$ cat src/rtl/arm_pkg.sv
// Shared ARM-subset constants: ALU commands, opcodes, modes, condition codes,
// the decoded control bundle and the condition-check helper.
package arm_pkg;

  localparam int ARM_STATUS_W = 4;

  localparam logic [3:0] EXE_NOP = 4'b0000;
  localparam logic [3:0] EXE_MOV = 4'b0001;
  localparam logic [3:0] EXE_ADD = 4'b0010;
  localparam logic [3:0] EXE_ADC = 4'b0011;
  localparam logic [3:0] EXE_SUB = 4'b0100;
  localparam logic [3:0] EXE_SBC = 4'b0101;
  localparam logic [3:0] EXE_AND = 4'b0110;
  localparam logic [3:0] EXE_ORR = 4'b0111;
  localparam logic [3:0] EXE_EOR = 4'b1000;
  localparam logic [3:0] EXE_MVN = 4'b1001;

  localparam logic [3:0] OP_AND = 4'b0000;
  localparam logic [3:0] OP_EOR = 4'b0001;
  localparam logic [3:0] OP_SUB = 4'b0010;
  localparam logic [3:0] OP_ADD = 4'b0100;
  localparam logic [3:0] OP_ADC = 4'b0101;
  localparam logic [3:0] OP_SBC = 4'b0110;
  localparam logic [3:0] OP_TST = 4'b1000;
  localparam logic [3:0] OP_CMP = 4'b1010;
  localparam logic [3:0] OP_ORR = 4'b1100;
  localparam logic [3:0] OP_MOV = 4'b1101;
  localparam logic [3:0] OP_MVN = 4'b1111;

  localparam logic [1:0] MODE_DP  = 2'b00;
  localparam logic [1:0] MODE_MEM = 2'b01;
  localparam logic [1:0] MODE_BR  = 2'b10;

  localparam logic [3:0] COND_EQ = 4'b0000;
  localparam logic [3:0] COND_NE = 4'b0001;
  localparam logic [3:0] COND_CS = 4'b0010;
  localparam logic [3:0] COND_CC = 4'b0011;
  localparam logic [3:0] COND_MI = 4'b0100;
  localparam logic [3:0] COND_PL = 4'b0101;
  localparam logic [3:0] COND_VS = 4'b0110;
  localparam logic [3:0] COND_VC = 4'b0111;
  localparam logic [3:0] COND_HI = 4'b1000;
  localparam logic [3:0] COND_LS = 4'b1001;
  localparam logic [3:0] COND_GE = 4'b1010;
  localparam logic [3:0] COND_LT = 4'b1011;
  localparam logic [3:0] COND_GT = 4'b1100;
  localparam logic [3:0] COND_LE = 4'b1101;
  localparam logic [3:0] COND_AL = 4'b1110;
  localparam logic [3:0] COND_NV = 4'b1111;

  typedef struct packed {
    logic [3:0] exe_cmd;
    logic       mem_read;
    logic       mem_write;
    logic       wb_en;
    logic       b;
    logic       s;
  } ctrl_t;

  // status is {N,Z,C,V}
  function automatic logic cond_pass(input logic [3:0] cond,
                                     input logic [ARM_STATUS_W-1:0] status);
    logic n, z, c, v, r;
    {n, z, c, v} = status;
    case (cond)
      COND_EQ: r = z;
      COND_NE: r = ~z;
      COND_CS: r = c;
      COND_CC: r = ~c;
      COND_MI: r = n;
      COND_PL: r = ~n;
      COND_VS: r = v;
      COND_VC: r = ~v;
      COND_HI: r = c & ~z;
      COND_LS: r = ~c | z;
      COND_GE: r = (n == v);
      COND_LT: r = (n != v);
      COND_GT: r = ~z & (n == v);
      COND_LE: r = z | (n != v);
      COND_AL: r = 1'b1;
      default: r = 1'b0;
    endcase
    return r;
  endfunction

endpackage

$ cat src/rtl/regfile_mp.sv
// Register file, 2 combinational read ports / 1 write port, async active-low reset.
// ID_WB_BYPASS_EN forwards the same-cycle write-back value to matching reads.
module regfile_mp #(
  parameter int DATA_W = 32,
  parameter int NREG   = 16,
  parameter int PC_REG = 15,
  localparam int RI    = $clog2(NREG)
) (
  input  logic              clk,
  input  logic              rst,
  input  logic              wb_en,
  input  logic [RI-1:0]     wb_dest,
  input  logic [DATA_W-1:0] wb_value,
  input  logic [RI-1:0]     raddr1,
  input  logic [RI-1:0]     raddr2,
  output logic [DATA_W-1:0] rdata1,
  output logic [DATA_W-1:0] rdata2
);

  logic [DATA_W-1:0] regs [NREG];
  logic              wr_fire;

  // The PC index is virtual: it is served by the top and never stored.
  assign wr_fire = wb_en & (wb_dest != RI'(PC_REG));

  always_ff @(posedge clk or negedge rst) begin
    if (!rst) begin
      for (int i = 0; i < NREG; i++) regs[i] <= '0;
    end else if (wr_fire) begin
      regs[wb_dest] <= wb_value;
    end
  end

`ifdef ID_WB_BYPASS_EN
  assign rdata1 = (wr_fire && raddr1 == wb_dest) ? wb_value : regs[raddr1];
  assign rdata2 = (wr_fire && raddr2 == wb_dest) ? wb_value : regs[raddr2];
`else
  assign rdata1 = regs[raddr1];
  assign rdata2 = regs[raddr2];
`endif

endmodule

$ cat src/rtl/id_stage_pipe.sv
// ARM-subset decode stage with register file, condition check and ID/EX register.
// Optional macro ID_WB_BYPASS_EN enables same-cycle write-back forwarding.
module id_stage_pipe
  import arm_pkg::*;
#(
  parameter int DATA_W = 32,
  parameter int NREG   = 16,
  parameter int PC_REG = 15,
  localparam int RI    = $clog2(NREG)
) (
  input  logic                    clk,
  input  logic                    rst,
  input  logic                    in_valid,
  output logic                    in_ready,
  input  logic [31:0]             instr_in,
  input  logic [DATA_W-1:0]       pc_in,
  input  logic [ARM_STATUS_W-1:0] status,
  input  logic                    wb_en,
  input  logic [RI-1:0]           wb_dest,
  input  logic [DATA_W-1:0]       wb_value,
  input  logic                    hazard,
  input  logic                    flush,
  output logic                    out_valid,
  input  logic                    out_ready,
  output logic [DATA_W-1:0]       reg1_out,
  output logic [DATA_W-1:0]       reg2_out,
  output logic [DATA_W-1:0]       pc_out,
  output logic [3:0]              exe_cmd_out,
  output logic                    mem_read_out,
  output logic                    mem_write_out,
  output logic                    wb_en_out,
  output logic                    b_out,
  output logic                    s_out,
  output logic                    imm_out,
  output logic [11:0]             shift_op_out,
  output logic [23:0]             imm24_out,
  output logic [RI-1:0]           dest_out,
  output logic [RI-1:0]           haz_rn,
  output logic [RI-1:0]           haz_rdm,
  output logic                    haz_two_src
);

  function automatic ctrl_t decode(input logic [31:0] instr);
    ctrl_t c;
    c = '0;
    case (instr[27:26])
      MODE_DP: begin
        c.wb_en = 1'b1;
        c.s     = instr[20];
        case (instr[24:21])
          OP_MOV:  c.exe_cmd = EXE_MOV;
          OP_MVN:  c.exe_cmd = EXE_MVN;
          OP_ADD:  c.exe_cmd = EXE_ADD;
          OP_ADC:  c.exe_cmd = EXE_ADC;
          OP_SUB:  c.exe_cmd = EXE_SUB;
          OP_SBC:  c.exe_cmd = EXE_SBC;
          OP_AND:  c.exe_cmd = EXE_AND;
          OP_ORR:  c.exe_cmd = EXE_ORR;
          OP_EOR:  c.exe_cmd = EXE_EOR;
          OP_CMP:  begin c.exe_cmd = EXE_SUB; c.wb_en = 1'b0; c.s = 1'b1; end
          OP_TST:  begin c.exe_cmd = EXE_AND; c.wb_en = 1'b0; c.s = 1'b1; end
          default: c = '0;
        endcase
      end
      MODE_MEM: begin
        c.exe_cmd   = EXE_ADD;
        c.mem_read  = instr[20];
        c.wb_en     = instr[20];
        c.mem_write = ~instr[20];
      end
      MODE_BR: c.b = 1'b1;
      default: c = '0;
    endcase
    return c;
  endfunction

  logic              is_str;
  logic [RI-1:0]     src1, src2;
  logic [DATA_W-1:0] rf_rd1, rf_rd2, rd1, rd2;
  ctrl_t             ctrl_dec, ctrl_eff;
  logic              accept;

  // A store reads Rd as its second source (the value to write to memory).
  assign is_str      = (instr_in[27:26] == MODE_MEM) & ~instr_in[20];
  assign src1        = RI'(instr_in[19:16]);
  assign src2        = is_str ? RI'(instr_in[15:12]) : RI'(instr_in[3:0]);
  assign haz_rn      = src1;
  assign haz_rdm     = src2;
  assign haz_two_src = ~instr_in[25] | is_str;

  regfile_mp #(.DATA_W(DATA_W), .NREG(NREG), .PC_REG(PC_REG)) u_regfile (
    .clk      (clk),
    .rst      (rst),
    .wb_en    (wb_en),
    .wb_dest  (wb_dest),
    .wb_value (wb_value),
    .raddr1   (src1),
    .raddr2   (src2),
    .rdata1   (rf_rd1),
    .rdata2   (rf_rd2)
  );

  assign rd1 = (src1 == RI'(PC_REG)) ? pc_in : rf_rd1;
  assign rd2 = (src2 == RI'(PC_REG)) ? pc_in : rf_rd2;

  assign ctrl_dec = decode(instr_in);
  assign ctrl_eff = cond_pass(instr_in[31:28], status) ? ctrl_dec : '0;

  assign in_ready = ~hazard & (~out_valid | out_ready);
  assign accept   = in_valid & in_ready & ~flush;

  // Flush wins over everything; otherwise load, drain, or hold.
  always_ff @(posedge clk or negedge rst) begin
    if (!rst) begin
      out_valid     <= 1'b0;
      reg1_out      <= '0;
      reg2_out      <= '0;
      pc_out        <= '0;
      exe_cmd_out   <= '0;
      mem_read_out  <= 1'b0;
      mem_write_out <= 1'b0;
      wb_en_out     <= 1'b0;
      b_out         <= 1'b0;
      s_out         <= 1'b0;
      imm_out       <= 1'b0;
      shift_op_out  <= '0;
      imm24_out     <= '0;
      dest_out      <= '0;
    end else if (flush) begin
      out_valid <= 1'b0;
    end else if (accept) begin
      out_valid     <= 1'b1;
      reg1_out      <= rd1;
      reg2_out      <= rd2;
      pc_out        <= pc_in;
      exe_cmd_out   <= ctrl_eff.exe_cmd;
      mem_read_out  <= ctrl_eff.mem_read;
      mem_write_out <= ctrl_eff.mem_write;
      wb_en_out     <= ctrl_eff.wb_en;
      b_out         <= ctrl_eff.b;
      s_out         <= ctrl_eff.s;
      imm_out       <= instr_in[25];
      shift_op_out  <= instr_in[11:0];
      imm24_out     <= instr_in[23:0];
      dest_out      <= RI'(instr_in[15:12]);
    end else if (out_ready) begin
      out_valid <= 1'b0;
    end
  end

endmodule
$ cat config.mk
export PLATFORM = sky130hd
export DESIGN_NAME = id_stage_pipe
export DESIGN_NICKNAME = d
export VERILOG_FILES = /design/src/rtl/arm_pkg.sv /design/src/rtl/regfile_mp.sv /design/src/rtl/id_stage_pipe.sv
export SDC_FILE = /design/constraint.sdc
export NUM_CORES = 1
export LEC_CHECK = 0
export CAP_MARGIN = 15
export CORE_AREA = 10 10 275 277
export CTS_CLUSTER_SIZE = 14
export DETAILED_ROUTE_END_ITERATION = 7
export DIE_AREA = 0 0 285 287
export PLACE_DENSITY_LB_ADDON = 0.25
export SKIP_CTS_REPAIR_TIMING = 1
export SLEW_MARGIN = 20
export SYNTH_ARGS = -nofsm -noshare
export SYNTH_HDL_FRONTEND = slang
export SYNTH_SLANG_ARGS = --single-unit
export TNS_END_PERCENT = 20
$ cat constraint.sdc
create_clock -name clk -period 1.67 [get_ports clk]
set_input_delay 0.2505 -clock clk [delete_from_list [all_inputs] [get_ports clk]]
set_output_delay 0.2505 -clock clk [all_outputs]
set_load 0.02 [all_outputs]
==> results.cfg <==
[run_status]
outcome = complete, but fails checks
violations = setup timing

[global_routing]
grt_pass1_vias = 26300
grtUsageTotal = 0.255
overflow = 0
grt_first_pass_wirelength_um = 163000
grt_start_max_net_pins = 90
grt_antenna_before_repair = 5

[logic_synthesis]
synth.net_count = 2947
synthDistinctLibCells = 48
avgSynthCellArea_um2 = 11.1
synth-main-ff-cell = dfrtp_1
syn_area_um2 = 31400
yosys_warnings = 0
yosys_register_bits = 611
netlist_instances = 2836
synth_edf_count = 0
yosysSeqAreaShare = 0.488
async_flop_share = 1.00

[pwr]
power_density_nw_per_um2 = 1190
leakagePower_nw = 19.1
ir_drop_mv = 0.637

[timing]
finalClockSkew_ps = 21.4
finalWorstSetupSlack_ps = -267
max_freq_ghz = 0.516
setup_tns_ps = -8620
hold_viol_final = 0
drv_slew = 0
period_share = 1.16
fin_crit_ps = 1940
rsz0062_at_grt = yes
slew_headroom = 0.489
whs_ps = 4.07
finalSetupViolCount = 52
worst_pin_slew_ps = 764

[placed_design]
place_congestion = 0.886
port_buffers = 267
hpwlAfterDp_um = 72600
postPlaceCellArea_um2 = 37900

[hold_path]
hold_class = primary input to register
min_from = instr_in[20]

[clock_network]
cts_tree = yes
cts_buffer_depth = 3
cts_sinks = 611
clk_pin_slew_ps = 60
clk_latency_ps = 620
numCtsBuffers = 68
h-tree-depth = 3
cts-root-buf = clkbuf_16

[final_layout]
final_nets = 3350
stdcell_area_um2 = 41000
area_growth_pct = 30.9
layout-drive-gt1-share = 0.356
final_common_cell = dfrtp_1
fillCellCount = 5511
final_util = 0.588
final_cell_mix = dfrtp_1, nand2_1, mux2_2, a21oi_1, buf_4

[drt]
wl_um = 108000
dr.pass1.iters = 6
viasPerCell = 6.05
vias = 25600
drc = 0
drtIter0Drc = 2466
wire_per_inst_um = 25.6
ant_nets = 0

[floorplan]
num_io_pins = 268
die-area_um2 = 81800
core_area_um2 = 69800
die_h_um = 287
die_w_um = 285
rows = 97
start_util = 0.449

[flow_run]
cap_violations = 0

[worst_setup_path]
cp.required_ps = 2140
crit_type = register to register
worstSetupStartpoint = out_valid$_DFFE_PN0P_
crit_path_end_kind = register
path_max_fanout = 19
r2r_start = out_valid$_DFFE_PN0P_
cp.arrival_ps = 2410
critPathLaunchType = register
==> synth_stat cells, types with 3 or more instances <==
cell,n,share of area
a211oi_1,64,0.015
a21oi_1,261,0.042
buf_1,28,0.0034
buf_2,75,0.012
buf_4,28,0.0067
buf_6,4,0.0014
clkbuf_1,138,0.017
dfrtp_1,611,0.49
inv_1,5,0.00060
mux2_1,14,0.0050
mux2_2,533,0.19
mux2i_1,4,0.0013
mux4_2,99,0.071
nand2_1,604,0.072
nand2b_1,40,0.0080
nand3_1,64,0.010
nand4_1,3,0.00060
nor2_1,39,0.0047
nor2b_1,5,0.0010
nor3_1,9,0.0014
nor4_1,31,0.0062
o21ai_0,42,0.0067
o221ai_1,64,0.018
o22ai_1,32,0.0064
o41ai_1,3,0.00084
or3_1,3,0.00060
or4_1,3,0.00072
xnor2_1,3,0.00084
==> metrics by stage <==
stage	cells	power, W	worst slack, ps
2_1_floorplan	2836	0.0277	-581
3_3_place_gp	4092	0.0325	-1200
3_5_place_dp	4092	0.0331	-1190
4_1_cts	4206	0.0487	-1070
5_1_grt	4225	0.0507	-343
6_report	4225	0.0487	-267
==> kinds of logic (layout without fill, tap and decap cells) <==
group                     Yosys count  count (layout)  share of synthesized area
other                               0               2                          0
muxes                             651             651                      0.270
buffers and inverters             280             727                     0.0408
and+or+nand+nor                   811             811                      0.108
AOI/OAI and AO/OA                 478             478                     0.0923
xor gates and xnor gates            5               5                    0.00140
DFF                               611             611                      0.488
==> flip-flops by register name, indices dropped and copies added (netlist names) <==
signal	flops
u_regfile.regs	480
pc_out	32
reg1_out	32
reg2_out	32
imm24_out	13
shift_op_out	11
exe_cmd_out	4
b_out	1
imm_out	1
mem_read_out	1
mem_write_out	1
out_valid	1
s_out	1
wb_en_out	1
==> power breakdown <==
| part | switching [W] | internal [W] | total [W] |
|---|---|---|---|
| Clock | 0.00620 | 0.00933 | 0.0155 |
| Combinational | 0.00559 | 0.00670 | 0.0123 |
| Sequential | 0.00268 | 0.0181 | 0.0208 |
==> per-layer routing <==
layer,up-vias,global-route usage,routed length [um]
met2,1386,0.409,51000
met3,242,0.0518,9110
met1,13000,0.337,44500
li1,11000,-,-
met4,4,0.102,3720
met5,-,0,14
==> area by class of cell <==
class	count	area (um^2)	area share
clock inverters	18	245	0.00598
multi-input cells	1945	15300	0.374
well taps	940	1180	0.0287
flip-flops and latches	611	15300	0.373
clock buffers	96	2020	0.0493
repair inverters	2	17.5	0.000427
repair buffers	604	6890	0.168
inverters	7	43.8	0.00107
diodes	2	5.00	0.000122
==> critical path: stages (launching register included) <==
cell and delay (ps):
dfrtp_2 400, nor2b_4 140, nor2_4 80, nand3b_1 180
or4_4 570, buf_12 200, o22ai_1 150, a21oi_1 70
==> path summary, 6_finish.rpt <==
check / to / slack, ps / depth (start not counted)
max reg2reg: reg2_out[20]$_DFFE_PN0P_ / -270 / 7
min: imm24_out[20]$_DFFE_PN0P_ / 4 / 4
min reg2reg: imm24_out[20]$_DFFE_PN0P_ / 470 / 2
max: reg2_out[20]$_DFFE_PN0P_ / -270 / 7
min in group asynchronous: u_regfile.regs[245]$_DFFE_PN0P_ / 120 / 2
max in group asynchronous: u_regfile.regs[293]$_DFFE_PN0P_ / 690 / 4
Note: power is estimated with default switching activity, not from simulation.
